`config.mk`:
```
export PLATFORM = sky130hd
export DESIGN_NAME = packet_picker_flat
export DESIGN_NICKNAME = d
export VERILOG_FILES = /design/src/rtl/packet_picker_if.sv /design/src/rtl/packet_picker.sv /design/src/flat_wrapper.sv
export SDC_FILE = /design/constraint.sdc
export NUM_CORES = 1
export LEC_CHECK = 0
export BUFFER_PORTS_ARGS = -buffer_cell sky130_fd_sc_hd__buf_2
export CAP_MARGIN = 20
export CELL_PAD_IN_SITES_DETAIL_PLACEMENT = 1
export CELL_PAD_IN_SITES_GLOBAL_PLACEMENT = 1
export CORE_MARGIN = 5
export CORE_UTILIZATION = 25
export CTS_CLUSTER_DIAMETER = 120
export CTS_CLUSTER_SIZE = 24
export DETAILED_ROUTE_END_ITERATION = 12
export GPL_TIMING_DRIVEN = 0
export PLACE_DENSITY = 0.56
export SLEW_MARGIN = 0
export SYNTH_ARGS = -nofsm -noshare
export SYNTH_HDL_FRONTEND = slang
export SYNTH_SLANG_ARGS = --single-unit
```
`constraint.sdc`:
```
create_clock -name clk_pixel -period 9 [get_ports clk_pixel]
set_input_delay 0.9 -clock clk_pixel [delete_from_list [all_inputs] [get_ports clk_pixel]]
set_output_delay 0.9 -clock clk_pixel [all_outputs]
set_load 0.05 [all_outputs]
```
`src/rtl/packet_picker_if.sv`:
```
// Bus between the audio sample source / hdmi core and packet_picker.
// The slave side is the scheduler; the master side is its environment.
interface packet_picker_if #(
  parameter int AUDIO_BIT_WIDTH = 16,
  parameter int FIFO_DEPTH      = 16
);
  logic                                  frame_start;
  logic                                  packet_enable;
  logic                                  sample_valid;
  logic [1:0][AUDIO_BIT_WIDTH-1:0]       sample_in;
  logic [7:0]                            packet_type;
  logic [3:0][1:0][AUDIO_BIT_WIDTH-1:0]  sample_word;
  logic [3:0]                            sample_present;
  logic [$clog2(FIFO_DEPTH):0]           fifo_level;
  logic                                  overflow;

  modport master (
    output frame_start, packet_enable, sample_valid, sample_in,
    input  packet_type, sample_word, sample_present, fifo_level, overflow
  );

  modport slave (
    input  frame_start, packet_enable, sample_valid, sample_in,
    output packet_type, sample_word, sample_present, fifo_level, overflow
  );
endinterface

```
`src/rtl/packet_picker.sv`:
```
// Data-island packet scheduler: ACR, then (AVI when PACKET_PICKER_AVI_EN is
// defined), then Audio InfoFrame once per frame, then queued audio samples, else Null.
module packet_picker #(
  parameter int AUDIO_BIT_WIDTH = 16,
  parameter int FIFO_DEPTH      = 16
) (
  input  logic           clk_pixel,
  input  logic           reset,
  packet_picker_if.slave bus
);
  localparam int LW = $clog2(FIFO_DEPTH);
  localparam logic [LW:0] DEPTH_L = (LW+1)'(FIFO_DEPTH);
  localparam logic [LW:0] FOUR_L  = (LW+1)'(4);
  localparam logic [7:0]  PT_NULL  = 8'h00;
  localparam logic [7:0]  PT_ACR   = 8'h01;
  localparam logic [7:0]  PT_AUDIO = 8'h02;
  localparam logic [7:0]  PT_AIF   = 8'h84;
`ifdef PACKET_PICKER_AVI_EN
  localparam logic [7:0]  PT_AVI   = 8'h82;
`endif

  typedef logic [1:0][AUDIO_BIT_WIDTH-1:0] frame_t;

  frame_t                              r_mem [FIFO_DEPTH];
  logic [LW-1:0]                       r_rd_ptr, r_wr_ptr;
  logic [LW:0]                         r_level;
  logic                                r_overflow;
  logic                                r_acr_sent, r_aif_sent;
  logic [7:0]                          r_packet_type;
  logic [3:0][1:0][AUDIO_BIT_WIDTH-1:0] r_sample_word;
  logic [3:0]                          r_sample_present;

  logic                                w_acr_sent, w_aif_sent;
  logic [7:0]                          w_type;
  logic [2:0]                          w_pop_n;
  logic                                w_push;
  logic [3:0][1:0][AUDIO_BIT_WIDTH-1:0] w_words;
  logic [3:0]                          w_present;

  // frame_start clears the flags before this cycle's slot decision sees them
  assign w_acr_sent = r_acr_sent & ~bus.frame_start;
  assign w_aif_sent = r_aif_sent & ~bus.frame_start;

`ifdef PACKET_PICKER_AVI_EN
  logic r_avi_sent;
  logic w_avi_sent;
  assign w_avi_sent = r_avi_sent & ~bus.frame_start;

  always_ff @(posedge clk_pixel) begin
    if (reset) begin
      r_avi_sent <= 1'b0;
    end else begin
      r_avi_sent <= w_avi_sent | (bus.packet_enable & (w_type == PT_AVI));
    end
  end
`endif

  always_comb begin
    w_type  = PT_NULL;
    w_pop_n = 3'd0;
    if (!w_acr_sent) begin
      w_type = PT_ACR;
`ifdef PACKET_PICKER_AVI_EN
    end else if (!w_avi_sent) begin
      w_type = PT_AVI;
`endif
    end else if (!w_aif_sent) begin
      w_type = PT_AIF;
    end else if (r_level != '0) begin
      w_type = PT_AUDIO;
      if (bus.packet_enable) begin
        w_pop_n = (r_level > FOUR_L) ? 3'd4 : r_level[2:0];
      end else begin
        w_pop_n = 3'd0;
      end
    end else begin
      w_type = PT_NULL;
    end
  end

  always_comb begin
    w_words   = '0;
    w_present = 4'b0000;
    for (int k = 0; k < 4; k++) begin
      if (3'(k) < w_pop_n) begin
        w_words[k]   = r_mem[r_rd_ptr + LW'(k)];
        w_present[k] = 1'b1;
      end else begin
        w_words[k]   = '0;
        w_present[k] = 1'b0;
      end
    end
  end

  // Space freed by this cycle's pop is available to a same-cycle push
  assign w_push = bus.sample_valid & ~((r_level == DEPTH_L) & (w_pop_n == 3'd0));

  always_ff @(posedge clk_pixel) begin
    if (w_push) begin
      r_mem[r_wr_ptr] <= bus.sample_in;
    end
  end

  always_ff @(posedge clk_pixel) begin
    if (reset) begin
      r_rd_ptr         <= '0;
      r_wr_ptr         <= '0;
      r_level          <= '0;
      r_overflow       <= 1'b0;
      r_acr_sent       <= 1'b0;
      r_aif_sent       <= 1'b0;
      r_packet_type    <= PT_NULL;
      r_sample_word    <= '0;
      r_sample_present <= 4'b0000;
    end else begin
      if (w_push) begin
        r_wr_ptr <= r_wr_ptr + LW'(1);
      end
      r_rd_ptr <= r_rd_ptr + LW'(w_pop_n);
      r_level  <= r_level + (LW+1)'(w_push) - (LW+1)'(w_pop_n);
      if (bus.sample_valid && !w_push) begin
        r_overflow <= 1'b1;
      end
      r_acr_sent <= w_acr_sent | (bus.packet_enable & (w_type == PT_ACR));
      r_aif_sent <= w_aif_sent | (bus.packet_enable & (w_type == PT_AIF));
      if (bus.packet_enable) begin
        r_packet_type    <= w_type;
        r_sample_present <= w_present;
        if (w_type == PT_AUDIO) begin
          r_sample_word <= w_words;
        end
      end
    end
  end

  assign bus.packet_type    = r_packet_type;
  assign bus.sample_word    = r_sample_word;
  assign bus.sample_present = r_sample_present;
  assign bus.fifo_level     = r_level;
  assign bus.overflow       = r_overflow;
endmodule

```
`src/flat_wrapper.sv`:
```
// flat-port wrapper written by rule: the top's interface ports become plain ports
module packet_picker_flat 
#(
  parameter int AUDIO_BIT_WIDTH = 16,
  parameter int FIFO_DEPTH      = 16
)
  (clk_pixel, reset, bus_frame_start, bus_packet_enable, bus_sample_valid, bus_sample_in, bus_packet_type, bus_sample_word, bus_sample_present, bus_fifo_level, bus_overflow);
  packet_picker_if #(.AUDIO_BIT_WIDTH(AUDIO_BIT_WIDTH), .FIFO_DEPTH(FIFO_DEPTH)) bus_i ();
  input  logic clk_pixel;
  input  logic reset;
  input wire logic [$bits(bus_i.frame_start)-1:0] bus_frame_start;
  input wire logic [$bits(bus_i.packet_enable)-1:0] bus_packet_enable;
  input wire logic [$bits(bus_i.sample_valid)-1:0] bus_sample_valid;
  input wire logic [$bits(bus_i.sample_in)-1:0] bus_sample_in;
  output wire logic [$bits(bus_i.packet_type)-1:0] bus_packet_type;
  output wire logic [$bits(bus_i.sample_word)-1:0] bus_sample_word;
  output wire logic [$bits(bus_i.sample_present)-1:0] bus_sample_present;
  output wire logic [$bits(bus_i.fifo_level)-1:0] bus_fifo_level;
  output wire logic [$bits(bus_i.overflow)-1:0] bus_overflow;
  assign bus_i.frame_start = bus_frame_start;
  assign bus_i.packet_enable = bus_packet_enable;
  assign bus_i.sample_valid = bus_sample_valid;
  assign bus_i.sample_in = bus_sample_in;
  assign bus_packet_type = bus_i.packet_type;
  assign bus_sample_word = bus_i.sample_word;
  assign bus_sample_present = bus_i.sample_present;
  assign bus_fifo_level = bus_i.fifo_level;
  assign bus_overflow = bus_i.overflow;
  packet_picker #(.AUDIO_BIT_WIDTH(AUDIO_BIT_WIDTH), .FIFO_DEPTH(FIFO_DEPTH)) u_core (.clk_pixel(clk_pixel), .reset(reset), .bus(bus_i));
endmodule
```
==> flow_summary_export.csv <==
group,metric,value,unit
pwr,p_int,4330,uW
pwr,power.switching,1500,uW
drt,remaining_drc_errors,0,
final_layout,nets,2564,
sta,finalSetupViolCount,0,
pwr,p_leak,0.0137,uW
worst_setup_path,r2r_end,"u_core.bus.sample_word[62]$_SDFFE_PP0P_",
placement,dpl.hpwl,114,mm
drt,route.vias.total,25666,
synthesis,ys_top_cells_by_area,"edfxtp_1, mux4_2, dfxtp_1",
synthesis,synth_edf_count,512,
flow_run,drv_cap,0,
pwr,p_per_area,142,mW/mm2
sta,rsz0062_at_grt,"no",
clock_tree,cts_resized,0,
clock_tree,cts_num_sinks,663,
grt,grt_overflow,0,
sta,finClkSkew,35.7,ps
worst_setup_path,required,9590,ps
grt,grt_pass1_vias,25862,
outcome,status,"complete, no violations",
floorplan,rows,139,
worst_setup_path,endpoint_kind,"flop",
clock_tree,ctsHoldBuffers,0,
worst_setup_path,crit_path_start_kind,"flop",
floorplan,initial_utilization,0.251,
clock_tree,post-cts-setup-buffers,0,
synthesis,syn_inst,2237,
final_layout,final.fill_count,15085,
grt,antenna_found_initial,13,
drt,post_drt_wl_per_cell,36.6,um
drt,drtPass1Iterations,6,
sta,max_clock_freq,182,MHz
grt,grt_pass1_wl,220,mm
drt,via_per_inst,5.78,
synthesis,syn_area,0.0359,mm2
clock_tree,cts.clk_slew.worst_paths,100,ps
worst_setup_path,crit_end,"u_core.bus.sample_word[62]$_SDFFE_PP0P_",
clock_tree,clk_latency,660,ps
floorplan,die_h,389,um
synthesis,yosys_warnings,0,
floorplan,ios,183,
hold_path,hold_path.class,"input pin to flop",
clock_tree,htreeDepth,2,
worst_setup_path,r2r_start,"u_core.r_rd_ptr[1]$_SDFF_PP0_",
worst_setup_path,worstRegToRegCells,12,
synthesis,synthTopCellsByCount,"mux4_2, edfxtp_1, nand2_1",
pwr,seq_power_share,0.590,
grt,grt_use_total,0.208,
sta,final.setup.tns,0,ps
synthesis,yosysSeqAreaShare,0.513,
synthesis,synth_seq_cells,663,
synthesis,synth_top_area_share,0.429,
clock_tree,cts-root-buf,"clkbuf_16",
floorplan,chipWidth,389,um
pwr,swShare,0.258,
worst_setup_path,r2r_slack,3520,ps
final_layout,final_util,0.288,
clock_tree,clockBufferDepth,3,
worst_setup_path,crit_fanout,10,
placement,io_buffers,178,
floorplan,die_area,0.151,mm2
synthesis,synth_area_leader_cell,"edfxtp_1",
clock_tree,numCtsBuffers,34,
synthesis,synth_cell_types,42,
pwr,clkPwrFrac,0.320,
drt,first_iter_violations,3729,
placement,place_congestion,0.871,
final_layout,syn_to_final_growth,14.8,%
sta,slew_headroom,0.158,
pwr,power.share.combinational,0.089,
sta,period_share,0.609,
drt,drt_wl_total,162,mm
sta,worstMarginPinSlew,1260,ps
sta,hold_viol,0,
synthesis,yosysMostFrequentCell,"mux4_2",
pwr,irDropWorstVdd,121,uV
worst_setup_path,cp.arrival,6070,ps
final_layout,drive_gt1_frac,0.363,
grt,grt_max_degree,26,
drt,antenna_left,0,
floorplan,coreArea,0.143,mm2
synthesis,async_flop_share,0,
clock_tree,cts_tree,"done",
worst_setup_path,cp-startpoint,"u_core.r_rd_ptr[1]$_SDFF_PP0_",
sta,slew_violations,0,
sta,period_minus_slack,5480,ps
synthesis,synth_area_per_cell,16.0,um2
synthesis,ys.flop_type,"edfxtp_1",
worst_setup_path,critPathKind,"flop to flop",
stage by stage:
| stage | cells | total power [uW] | hold slack (ps) | cell area (um2) | worst slack (ps) |
|---|---|---|---|---|---|
| global placement | 4321 | 4000 | 443 | 39100 | -162 |
| CTS | 4431 | 5860 | 416 | 41100 | 3660 |
| finish | 4438 | 5830 | 459 | 41200 | 3520 |
| floorplan | 2240 | 3780 | 503 | 35900 | 4440 |
| detailed placement | 4369 | 4030 | 449 | 40100 | 3690 |
| global route | 4435 | 6010 | 447 | 41200 | 3610 |
sequential cells by signal (all words and copies together), names as in the netlist:
register	cells
u_core.bus.fifo_level	5
u_core.bus.overflow	1
u_core.bus.packet_type	3
u_core.bus.sample_present	4
u_core.bus.sample_word	128
u_core.r_acr_sent	1
u_core.r_aif_sent	1
u_core.r_mem	512
u_core.r_rd_ptr	4
u_core.r_wr_ptr	4
critical path, cell delays in order, from the launching register on:
cell and delay, ps:
dfxtp_1 530, buf_2 360, buf_4 310, buf_2 390, buf_2 520, inv_1 320, ha_1 420, buf_2 310
a21oi_1 700, clkbuf_1 900, a22oi_1 240, nand2_1 260, a22o_1 150
how the worst min path moves through the flow:
stage	slack, ps	endpoint	depth (start not counted)	startpoint
floorplan	500	u_core.r_aif_sent$_SDFF_PP0_	2	u_core.r_aif_sent$_SDFF_PP0_
global placement	440	u_core.bus.sample_word[73]$_SDFFE_PP0P_	1	u_core.bus.sample_word[73]$_SDFFE_PP0P_
detailed placement	450	u_core.bus.sample_word[73]$_SDFFE_PP0P_	1	u_core.bus.sample_word[73]$_SDFFE_PP0P_
CTS	420	u_core.r_aif_sent$_SDFF_PP0_	2	bus_frame_start
global route	450	u_core.r_aif_sent$_SDFF_PP0_	2	bus_frame_start
finish	460	u_core.r_aif_sent$_SDFF_PP0_	2	bus_frame_start
layout by cell type (no fill, tap or decap), types with 3 or more instances in the layout:
master     Yosys  final
buf_12         0      9
a22oi_1      130    130
clkbuf_16      0     34
nor2_4         0     12
inv_1         13     14
nor2b_1        7      7
nor2_1        35     23
xnor2_1        6      5
diode_2        0      3
buf_4         21     22
a21o_1         3      3
clkbuf_1      90    108
a22o_1        64     64
nor3_2         0      4
a21oi_1      138    138
edfxtp_1     512    512
inv_6          0      3
buf_8          0      7
ha_1          19     19
nand2b_1       3      3
buf_1          9      9
nand3_1        4      4
xor2_1         8      7
conb_1         1      4
dfxtp_1      151    151
mux4_2       513    513
a211o_1       63     63
buf_16         0     11
and3_1         3      3
nand2_1      327    327
buf_6          5     29
buf_2         85    263
cell type report:
cell class,count,area [um2],share of cell area
antenna,3,7.51,0.000182
clock inverter,8,88.8,0.00216
clock buffer,54,946,0.0230
sequential,663,18400,0.447
multi-input combinational,1354,16500,0.402
tap,1903,2380,0.0578
inverter,13,48.8,0.00118
timing repair buffer,230,1760,0.0427
buffer,210,1010,0.0245
power groups by stage:
stage	clock, uW	sequential [uW]	combinational (uW)
floorplan	0	3520	256
global placement	0	3520	474
detailed placement	0	3510	520
CTS	1900	3440	521
global route	2010	3450	553
finish	1870	3440	522
layer usage:
layer	global-route usage	part of all wire	routed length [um]
met1	0.266	0.38	61400
met2	0.340	0.47	77100
met3	0.0558	0.11	17400
met4	0.0787	0.040	6560
met5	0	0.00022	35
logic make-up (layout without fill, tap and decap cells):
kind of cell,after synthesis,in the layout,synth area share
compound gates,409,409,0.0807
xor+xnor,14,14,0.00342
fa+ha+maj,21,21,0.00774
buf+inv,223,515,0.0295
flops,663,663,0.513
mux,513,513,0.322
other cells,1,7,0.000105
simple gates,393,393,0.0434
No activity file was read; power rests on OpenSTA's default activity.
